[src/rtl/rr_arbiter_8.sv]
// ---------------------------------------------------------------------------
// rr_arbiter_8
//
// Eight-way round-robin arbiter with grant hold, release handshake and an
// optional hold timeout. Produces a registered grant index plus valid flag
// that drive the select and enable of a downstream 3-to-8 one-hot decoder.
// At most one grant is live at a time, and consecutive grants are separated
// by at least two idle cycles (RELEASE dead cycle plus IDLE arbitration).
//
// State table:
//   state      | meaning
//   -----------+-------------------------------------------------------------
//   ST_IDLE    | no grant; arbitrate over req starting at ptr each cycle
//   ST_GRANT   | grant_idx owns the resource; wait for done/withdraw/timeout
//   ST_RELEASE | one dead cycle after a grant before arbitration resumes
//
// Parameters:
//   TIMEOUT    max cycles a grant is held without done (0 disables timeout)
//   PTR_RESET  priority pointer value after reset (0..7)
//
// Ports:
//   clk          in   sole clock, rising edge
//   rst_n        in   asynchronous active-low reset
//   req[7:0]     in   level-sensitive request vector, bit i = requester i
//   done         in   current grantee finished (only looked at in ST_GRANT)
//   grant_idx    out  index of the granted requester (decoder select)
//   grant_valid  out  grant_idx is a live grant
//   timeout_err  out  one-cycle pulse on a timeout-forced release
// ---------------------------------------------------------------------------
module rr_arbiter_8 #(
    parameter int unsigned TIMEOUT   = 16,
    parameter int unsigned PTR_RESET = 0
) (
    input  logic       clk,
    input  logic       rst_n,
    input  logic [7:0] req,
    input  logic       done,
    output logic [2:0] grant_idx,
    output logic       grant_valid,
    output logic       timeout_err
);

    // hold_cnt must be able to reach TIMEOUT-1; keep at least one bit so the
    // counter still exists (and simply saturates) when the timeout is off.
    localparam int unsigned HW     = (TIMEOUT == 0) ? 1 : $clog2(TIMEOUT + 1);
    localparam int unsigned TC_INT = (TIMEOUT == 0) ? 0 : TIMEOUT - 1;

    localparam logic [HW-1:0] HOLD_TC  = HW'(TC_INT);
    localparam logic [HW-1:0] HOLD_MAX = {HW{1'b1}};
    localparam logic [HW-1:0] HOLD_ONE = HW'(1);
    localparam logic [2:0]    PTR_INIT = 3'(PTR_RESET);

    typedef enum logic [1:0] {
        ST_IDLE    = 2'd0,
        ST_GRANT   = 2'd1,
        ST_RELEASE = 2'd2
    } state_t;

    state_t        state_q,       state_d;
    logic [2:0]    ptr_q,         ptr_d;
    logic [HW-1:0] hold_cnt_q,    hold_cnt_d;
    logic [2:0]    grant_idx_q,   grant_idx_d;
    logic          grant_valid_q, grant_valid_d;
    logic          timeout_err_q, timeout_err_d;

    logic          win_found;
    logic [2:0]    win_idx;
    logic [2:0]    cand;
    logic          tmo_hit;

    // Rotating priority search: first set request at ptr, ptr+1, ... with
    // the 3-bit add providing the mod-8 wrap.
    always_comb begin
        win_found = 1'b0;
        win_idx   = ptr_q;
        cand      = ptr_q;
        for (int i = 0; i < 8; i++) begin
            cand = ptr_q + 3'(i);
            if (!win_found && req[cand]) begin
                win_found = 1'b1;
                win_idx   = cand;
            end
        end
    end

    assign tmo_hit = (TIMEOUT != 0) && (hold_cnt_q == HOLD_TC);

    always_comb begin
        state_d       = state_q;
        ptr_d         = ptr_q;
        hold_cnt_d    = hold_cnt_q;
        grant_idx_d   = grant_idx_q;
        grant_valid_d = grant_valid_q;
        timeout_err_d = 1'b0;

        case (state_q)
            ST_IDLE: begin
                grant_valid_d = 1'b0;
                if (win_found) begin
                    grant_idx_d   = win_idx;
                    grant_valid_d = 1'b1;
                    hold_cnt_d    = '0;
                    state_d       = ST_GRANT;
                end
            end

            ST_GRANT: begin
                // Exit priority: done, then withdrawal, then timeout. Only a
                // release that neither done nor withdrawal explains is flagged.
                if (done || !req[grant_idx_q] || tmo_hit) begin
                    grant_valid_d = 1'b0;
                    ptr_d         = grant_idx_q + 3'd1;
                    state_d       = ST_RELEASE;
                    timeout_err_d = !done && req[grant_idx_q];
                end else if (hold_cnt_q != HOLD_MAX) begin
                    hold_cnt_d = hold_cnt_q + HOLD_ONE;
                end
            end

            ST_RELEASE: begin
                grant_valid_d = 1'b0;
                state_d       = ST_IDLE;
            end

            default: begin
                grant_valid_d = 1'b0;
                state_d       = ST_IDLE;
            end
        endcase
    end

    always_ff @(posedge clk or negedge rst_n) begin
        if (!rst_n) begin
            state_q       <= ST_IDLE;
            ptr_q         <= PTR_INIT;
            hold_cnt_q    <= '0;
            grant_idx_q   <= 3'd0;
            grant_valid_q <= 1'b0;
            timeout_err_q <= 1'b0;
        end else begin
            state_q       <= state_d;
            ptr_q         <= ptr_d;
            hold_cnt_q    <= hold_cnt_d;
            grant_idx_q   <= grant_idx_d;
            grant_valid_q <= grant_valid_d;
            timeout_err_q <= timeout_err_d;
        end
    end

    assign grant_idx   = grant_idx_q;
    assign grant_valid = grant_valid_q;
    assign timeout_err = timeout_err_q;

endmodule
[config.mk]
export PLATFORM = sky130hd
export DESIGN_NAME = rr_arbiter_8
export DESIGN_NICKNAME = d
export VERILOG_FILES = /design/src/rtl/rr_arbiter_8.sv
export SDC_FILE = /design/constraint.sdc
export NUM_CORES = 1
export LEC_CHECK = 0
export CAP_MARGIN = 10
export CORE_MARGIN = 2
export CORE_UTILIZATION = 50
export DETAILED_ROUTE_END_ITERATION = 16
export GPL_TIMING_DRIVEN = 0
export PLACE_DENSITY = 0.66
export SLEW_MARGIN = 20
export SYNTH_ARGS = -nofsm -noshare
export SYNTH_HDL_FRONTEND = slang
export SYNTH_SLANG_ARGS = --single-unit
[constraint.sdc]
create_clock -name clk -period 6.2 [get_ports clk]
set_clock_uncertainty 0.15 [all_clocks]
set_input_delay 1.24 -clock clk [delete_from_list [all_inputs] [get_ports clk]]
set_output_delay 1.24 -clock clk [all_outputs]
set_load 0.01 [all_outputs]
==> impl_metrics.env, run 1 <==
export IMPL_status="complete, no violations"
export IMPL_yosysTopAreaCell="dfrtp_1"
export IMPL_cp_cell_sequence="clkdlybuf4s50_1, mux4_2, mux2i_1, nor3_1, a21boi_0, a311o_1, or3_1, a21boi_1"
export IMPL_synth_main_ff_cell="dfrtp_1"
export IMPL_p_per_area_mw_per_mm2=581
export IMPL_yosysSeqAreaShare=0.200
export IMPL_die_w_um=65.2
export IMPL_ant_nets=0
export IMPL_post_cts_setup_buffers=0
export IMPL_ys_types=52
export IMPL_routed_via_density=6.44
export IMPL_start_util=0.516
export IMPL_timing_rr_start="ptr_q[1]"
export IMPL_cts_resized=0
export IMPL_hold_depth=2
export IMPL_drc=0
export IMPL_synth_compound_area_frac=0.169
export IMPL_htree_levels=1
export IMPL_cts_hold_fix_buffers=0
export IMPL_cp_max_fo=10
export IMPL_async_reset_ff_frac=1.00
export IMPL_cp_start_kind="input pin"
export IMPL_p_leak_nw=0.882
export IMPL_layout_drive_gt1_share=0.208
export IMPL_min_path_type="flip-flop to flip-flop"
export IMPL_synth_area_mm2=0.00188
export IMPL_clock_fmax_mhz=262
export IMPL_grt_total_usage=0.236
export IMPL_fin_crit_sh=0.617
export IMPL_cts_sinks=15
export IMPL_hold_violations=0
export IMPL_drv_slew=0
export IMPL_yosys_area_top_type_share=0.200
export IMPL_grt_pass1_wl_um=7740
export IMPL_rows=22
export IMPL_crit_path_end_kind="flip-flop"
export IMPL_initialDrtViolationCount=113
export IMPL_dpl_hpwl_um=3480
export IMPL_io_pins=16
export IMPL_clock_root_buffer="clkbuf_8"
export IMPL_drt_pass1_iter_count=5
export IMPL_crit_slowest_cell="clkdlybuf4s50_1"
export IMPL_antenna_cells=0
export IMPL_synth_xor_area_frac=0.0360
export IMPL_dieArea_mm2=0.00426
export IMPL_slew_headroom=0.539
export IMPL_whs_endpoint="grant_valid"
export IMPL_r2r_end="hold_cnt_q[3]"
export IMPL_synth_edf_count=0
export IMPL_num_fill_cells=339
export IMPL_slowest_delay_ps=670
export IMPL_avgSynthCellArea_um2=9.98
export IMPL_overflow=0
export IMPL_syn_instance_count=188
export IMPL_ys_ff_latch=15
export IMPL_r2r_setup_slack_ps=2670
export IMPL_numCtsBuffers=3
export IMPL_cp_arrival_ps=3840
export IMPL_grt_pass1_vias=1601
export IMPL_maxCapViolCount=0
export IMPL_nets=225
export IMPL_worst_ep_required_time_ps=6220
export IMPL_total_power_w=0.00124
export IMPL_synthSimpleGateAreaFrac=0.156
export IMPL_hp_start="grant_valid"
export IMPL_wire_per_inst_um=18.4
export IMPL_yosys_top_cells_area="dfrtp_1 20%, mux4_2 13%, mux4_1 9.8%"
export IMPL_synth_top_family_by_area="multiplexers"
export IMPL_synth_adder_area_share=0.0400
export IMPL_crit_type="input pin to flip-flop"
export IMPL_synth_warnings=0
export IMPL_die_y_um=65.2
export IMPL_peakVddDrop_uv=347
export IMPL_setup_viol=0
export IMPL_synth_nets=205
export IMPL_wl_um=4700
export IMPL_coreArea_mm2=0.00363
export IMPL_grt_start_max_net_pins=16
export IMPL_synthMuxAreaShare=0.317
export IMPL_fin_setup_tns_ps=0
export IMPL_worstMarginPinSlew_ps=690
export IMPL_place_congestion=0.871
export IMPL_antenna_found_initial=0
export IMPL_num_vias=1643
export IMPL_r2r_cells=12
export IMPL_ctsLongestPathBuffers=2
export IMPL_clkTransAtPathRegs_ps=70
export IMPL_rsz0062_at_grt="no"
export IMPL_clk_latency_ps=250
export IMPL_io_buffers=15
export IMPL_cts_tree="built"
export IMPL_area_delta_synth_final_pct=13.7
export IMPL_min_period_ps=3820
==> cell type report <==
class | instances | area (µm²) | share of cell area
Buffer | 14 | 113 | 0.0528
Clock buffer | 3 | 41.3 | 0.0194
Clock inverter | 1 | 5.00 | 0.00235
Timing Repair Buffer | 15 | 150 | 0.0704
Sequential cell | 15 | 375 | 0.176
Inverter | 11 | 41.3 | 0.0194
Multi-Input combinational cell | 148 | 1350 | 0.631
Tap cell | 48 | 60.1 | 0.0282
==> cell usage in the layout, fill, tap and decap left out, types with 3 or more instances in the layout <==
cell and n:
mux2_2 5, nand3_1 6, o221ai_1 3, nand2_1 18, nor3b_1 3, clkdlybuf4s50_1 15, clkbuf_8 3, nor2b_1 4
and3_1 4, mux4_1 7, ha_1 6, inv_1 10, mux4_2 11, buf_6 6, a21oi_1 4, dfrtp_1 15
nor2_1 10, nor3_1 5, o21ai_0 15, buf_2 4, mux2i_1 8
==> state kept, by name (all words and copies together), names as in the netlist <==
name / cells
ptr_q: 3
hold_cnt_q: 5
grant_idx: 3
state_q: 2
timeout_err: 1
grant_valid: 1
==> per-layer routing <==
metal  vias to the layer above  track usage  wire [µm]
li1                        764            -          -
met1                       795        0.320       2030
met2                        82        0.394       2340
met3                         2       0.0394        322
met4                         0       0.0625          8
met5                         -            0          0
==> power by group <==
part,leakage [nW],internal (W),switching [W]
Clock,0.0255,0.0000445,0.0000349
Sequential,0.192,0.000133,0.0000432
Combinational,0.665,0.000465,0.000517
Total,0.882,0.000643,0.000595
==> how the worst max path moves through the flow <==
stage | startpoint | slack [ps] | end | cells past startpoint
after floorplan | req[0] | 2930 | hold_cnt_q[3] | 9
after global placement | req[5] | 2200 | hold_cnt_q[3] | 8
after detailed placement | req[5] | 2150 | hold_cnt_q[3] | 8
after CTS | req[5] | 2390 | hold_cnt_q[3] | 8
after global routing | req[0] | 2230 | hold_cnt_q[3] | 9
final | req[5] | 2380 | hold_cnt_q[3] | 8
==> worst max-delay path, delay by kind of cell <==
family	cells	cell delay [ps]
simple gates	2	780
compound gates	3	750
buf+inv	1	670
mux	2	390
==> cell families (layout without fill, tap and decap cells) <==
logic type               Yosys count  in the layout
multiplexers                      33             33
AND/OR/NAND/NOR                   59             59
adder cells (fa/ha/maj)            6              6
XOR/XNOR                           6              6
buffers and inverters             25             44
flip-flops                        15             15
AO/OA/AOI/OAI                     44             44
==> Yosys cell counts (3+ instances only) <==
library cell and instances:
mux4_2 11, o21ai_0 15, nor3b_1 3, o221ai_1 3
buf_6 6, inv_1 10, a21oi_1 4, buf_2 4
ha_1 6, nor3_1 5, nand2_1 18, dfrtp_1 15
nor2b_1 4, mux2i_1 8, and3_1 4, nand3_1 6
mux2_2 5, nor2_1 10, mux4_1 7
==> stage by stage <==
stage,cell area (µm²),util,hold slack (ps),setup slack [ps],instances
after floorplan,1880,-,326,2930,188
after global placement,2090,0.574,336,2200,251
after global routing,2130,0.587,404,2230,255
final,2130,0.587,362,2380,255
after detailed placement,2090,0.574,345,2150,251
after CTS,2130,0.587,373,2390,255
No activity file was read; power rests on OpenSTA's default activity.
==> run 2: changes to the inputs <==
Settings changed: PLACE_DENSITY 0.66 to 0.69.
Clock period 6.2 ns to 3.5 ns, I/O delays scaled along.
==> run 2 against run 1 <==
Against the previous run:
- cell count rose by 0.39%
- sequential share of layout area fell by 0.14 points
- wire length fell by 1.5%
- non-clock buffer count rose by 1
- global-route usage fell by 0.24 points
- count of clock-buffer cells in the layout rose by 1
- setup slack got worse by 2200 ps
- total power rose by 78%
- combinational power rose by 79%
- register-to-register slack got worse by 2500 ps
- via count fell by 0.61%
- utilization rose by 0.48 points
- largest cell class unchanged
==> impl_metrics.env, run 2 (synthesis results as in run 1) <==
export IMPL_seq_power_share=0.139
export IMPL_setup_viol=0
export IMPL_hold_violations=0
export IMPL_crit_path_end_kind="flip-flop"
export IMPL_clock_root_buffer="clkbuf_8"
export IMPL_grt_total_usage=0.234
export IMPL_grt_start_max_net_pins=16
export IMPL_holdWs_ps=357
export IMPL_fin_setup_tns_ps=0
export IMPL_overflow=0
export IMPL_largest_register="hold_cnt_q"
export IMPL_antenna_cells=0
export IMPL_p_per_area_mw_per_mm2=1030
export IMPL_die_w_um=65.2
export IMPL_p_int_w=0.00116
export IMPL_wl_um=4630
export IMPL_worst_ep_required_time_ps=3520
export IMPL_clockPowerShare=0.061
export IMPL_dpl_hpwl_um=3460
export IMPL_antenna_found_initial=0
export IMPL_initialDrtViolationCount=159
export IMPL_cp_cell_sequence="buf_6, buf_6, inv_1, ha_1, mux4_1, mux2i_1, a32o_2, and3_1, buf_6, a311o_2, or3_1, a21boi_1"
export IMPL_clock_fmax_mhz=299
export IMPL_cp_arrival_ps=3360
export IMPL_cp_start_kind="flip-flop"
export IMPL_crit_family="compound AO/OA/AOI/OAI gates"
export IMPL_cpMostUsedCell="buf_6"
export IMPL_rsz0062_at_grt="no"
export IMPL_start_util=0.516
export IMPL_crit_type="flip-flop to flip-flop"
export IMPL_min_period_ps=3350
export IMPL_drv_slew=0
export IMPL_drt_pass1_iter_count=4
export IMPL_slowest_delay_ps=440
export IMPL_fin_crit_sh=0.956
export IMPL_rows=22
export IMPL_area_delta_synth_final_pct=14.6
export IMPL_maxCapViolCount=0
export IMPL_num_fill_cells=330
export IMPL_critPathBufInv=4
export IMPL_dieArea_mm2=0.00426
export IMPL_netSwitchingPower_w=0.00105
export IMPL_cts_sinks=15
export IMPL_worstMarginPinSlew_ps=645
export IMPL_p_leak_nw=0.888
export IMPL_htree_levels=1
export IMPL_slew_headroom=0.569
export IMPL_crit_slowest_cell="a311o_2"
export IMPL_ant_nets=0
export IMPL_nets=226
export IMPL_io_buffers=15
export IMPL_cts_tree="built"
export IMPL_place_congestion=0.955
export IMPL_routed_via_density=6.38
export IMPL_clk_latency_ps=240
export IMPL_status="complete, no violations"
export IMPL_largest_reg_flops=5
export IMPL_ctsLongestPathBuffers=2
export IMPL_p_sw_frac=0.474
export IMPL_grt_pass1_vias=1597
export IMPL_layout_drive_gt1_share=0.216
export IMPL_layout_common_cells="18 x nand2_1, 15 x o21ai_0, 15 x dfrtp_1, 15 x clkdlybuf4s50_1, 11 x mux4_2"
export IMPL_peakVddDrop_uv=492
export IMPL_wire_per_inst_um=18.1
export IMPL_drc=0
export IMPL_numCtsBuffers=3
export IMPL_cp_max_fo=10
export IMPL_combPwrFrac=0.800
export IMPL_coreArea_mm2=0.00363
export IMPL_io_pins=16
export IMPL_grt_pass1_wl_um=7710
export IMPL_clkTransAtPathRegs_ps=60
export IMPL_mostFrequentLayoutCell="nand2_1"
export IMPL_min_path_type="flip-flop to flip-flop"
export IMPL_num_vias=1633
export IMPL_die_y_um=65.2
-- run 2: cell count changes in the layout (fill, tap and decap cells not counted) --
cell,delta
clkbuf_1,+1
clkinv_2,-1
a311o_2,+1
buf_6,+1
a311o_1,-1
a311oi_2,+1
a311oi_1,-1
-- run 2: path summary, 6_finish.rpt --
path	start	endpoint	slack, ps	cells after the start
max in group asynchronous	rst_n	grant_idx[0]	2080	1
setup reg to reg	ptr_q[1]	hold_cnt_q[3]	150	12
setup / recovery	ptr_q[1]	hold_cnt_q[3]	150	12
min in group asynchronous	rst_n	timeout_err	700	1
hold / removal	grant_valid	grant_valid	360	2
hold reg to reg	grant_valid	grant_valid	360	2
-- run 2: layout make-up --
cell class              count  area, µm²  area share
inverters                  11       41.3      0.0192
well taps                  48       60.1      0.0279
multi-input cells         148       1350       0.630
plain buffers              14        116      0.0541
clock buffers               4       45.0      0.0210
flip-flops and latches     15        375       0.175
repair buffers             16        158      0.0733
-- run 2: power groups by stage --
stage                     logic (W)  registers (W)  clock network, W
after CTS                   0.00172       0.000309          0.000141
after global routing        0.00192       0.000317          0.000150
final                       0.00176       0.000307          0.000135
after floorplan             0.00135       0.000304                 0
after detailed placement    0.00171       0.000312                 0
after global placement      0.00166       0.000307                 0
-- run 2: per-stage QoR --
stage / cell area (µm²) / utilization / total power, W / setup WS (ps) / cells
detailed placement: 2090 / 0.574 / 0.00202 / 0.479 / 251
global placement: 2090 / 0.574 / 0.00196 / 59.8 / 251
floorplan: 1880 / - / 0.00165 / 453 / 188
finish: 2150 / 0.592 / 0.00221 / 154 / 256
global route: 2150 / 0.592 / 0.00239 / 6.47 / 256
CTS: 2130 / 0.586 / 0.00217 / 50.1 / 255
-- run 2: what timing repair did --
| action | CTS | global route |
|---|---|---|
| hold buffers | 0 | 0 |
| endpoints found under the hold margin | 0 | 0 |
| setup buffers | 0 | 1 |
| resized for setup | 0 | 3 |
| setup endpoints to repair | 0 | 6 |
-- run 2: worst reg2reg max path, delay by kind of cell, from the launching register on --
family | cells | cell delay, ps
flops | 1 | 370
mux | 2 | 440
buf+inv | 4 | 540
simple gates | 2 | 530
compound gates | 3 | 910
fa+ha+maj | 1 | 340
-- run 2: layer usage --
metal | part of all wire | track usage | vias up
met5 | 0 | 0 | -
met4 | 0.0037 | 0.0313 | 0
met3 | 0.045 | 0.0428 | 2
met2 | 0.50 | 0.395 | 45
met1 | 0.45 | 0.322 | 821
li1 | - | - | 765
==> run 3: changes to the inputs <==
Settings changed: PLACE_DENSITY 0.69 to 0.66.
Clock period 3.5 ns to 4.2 ns, I/O delays scaled along.
==> results of run 3 <==
Same layout as run 1 (identical final DEF). Status: complete, no violations.
Among the figures that moved: setup slack after placement 2150 ps -> 550 ps; setup slack after layout 2380 ps -> 666 ps; start point of the critical path req[5] -> ptr_q[1]; register-to-register setup slack 2670 ps -> 670 ps; total power 0.00124 W -> 0.00183 W; worst IR drop on VDD 347 µV -> 512 µV
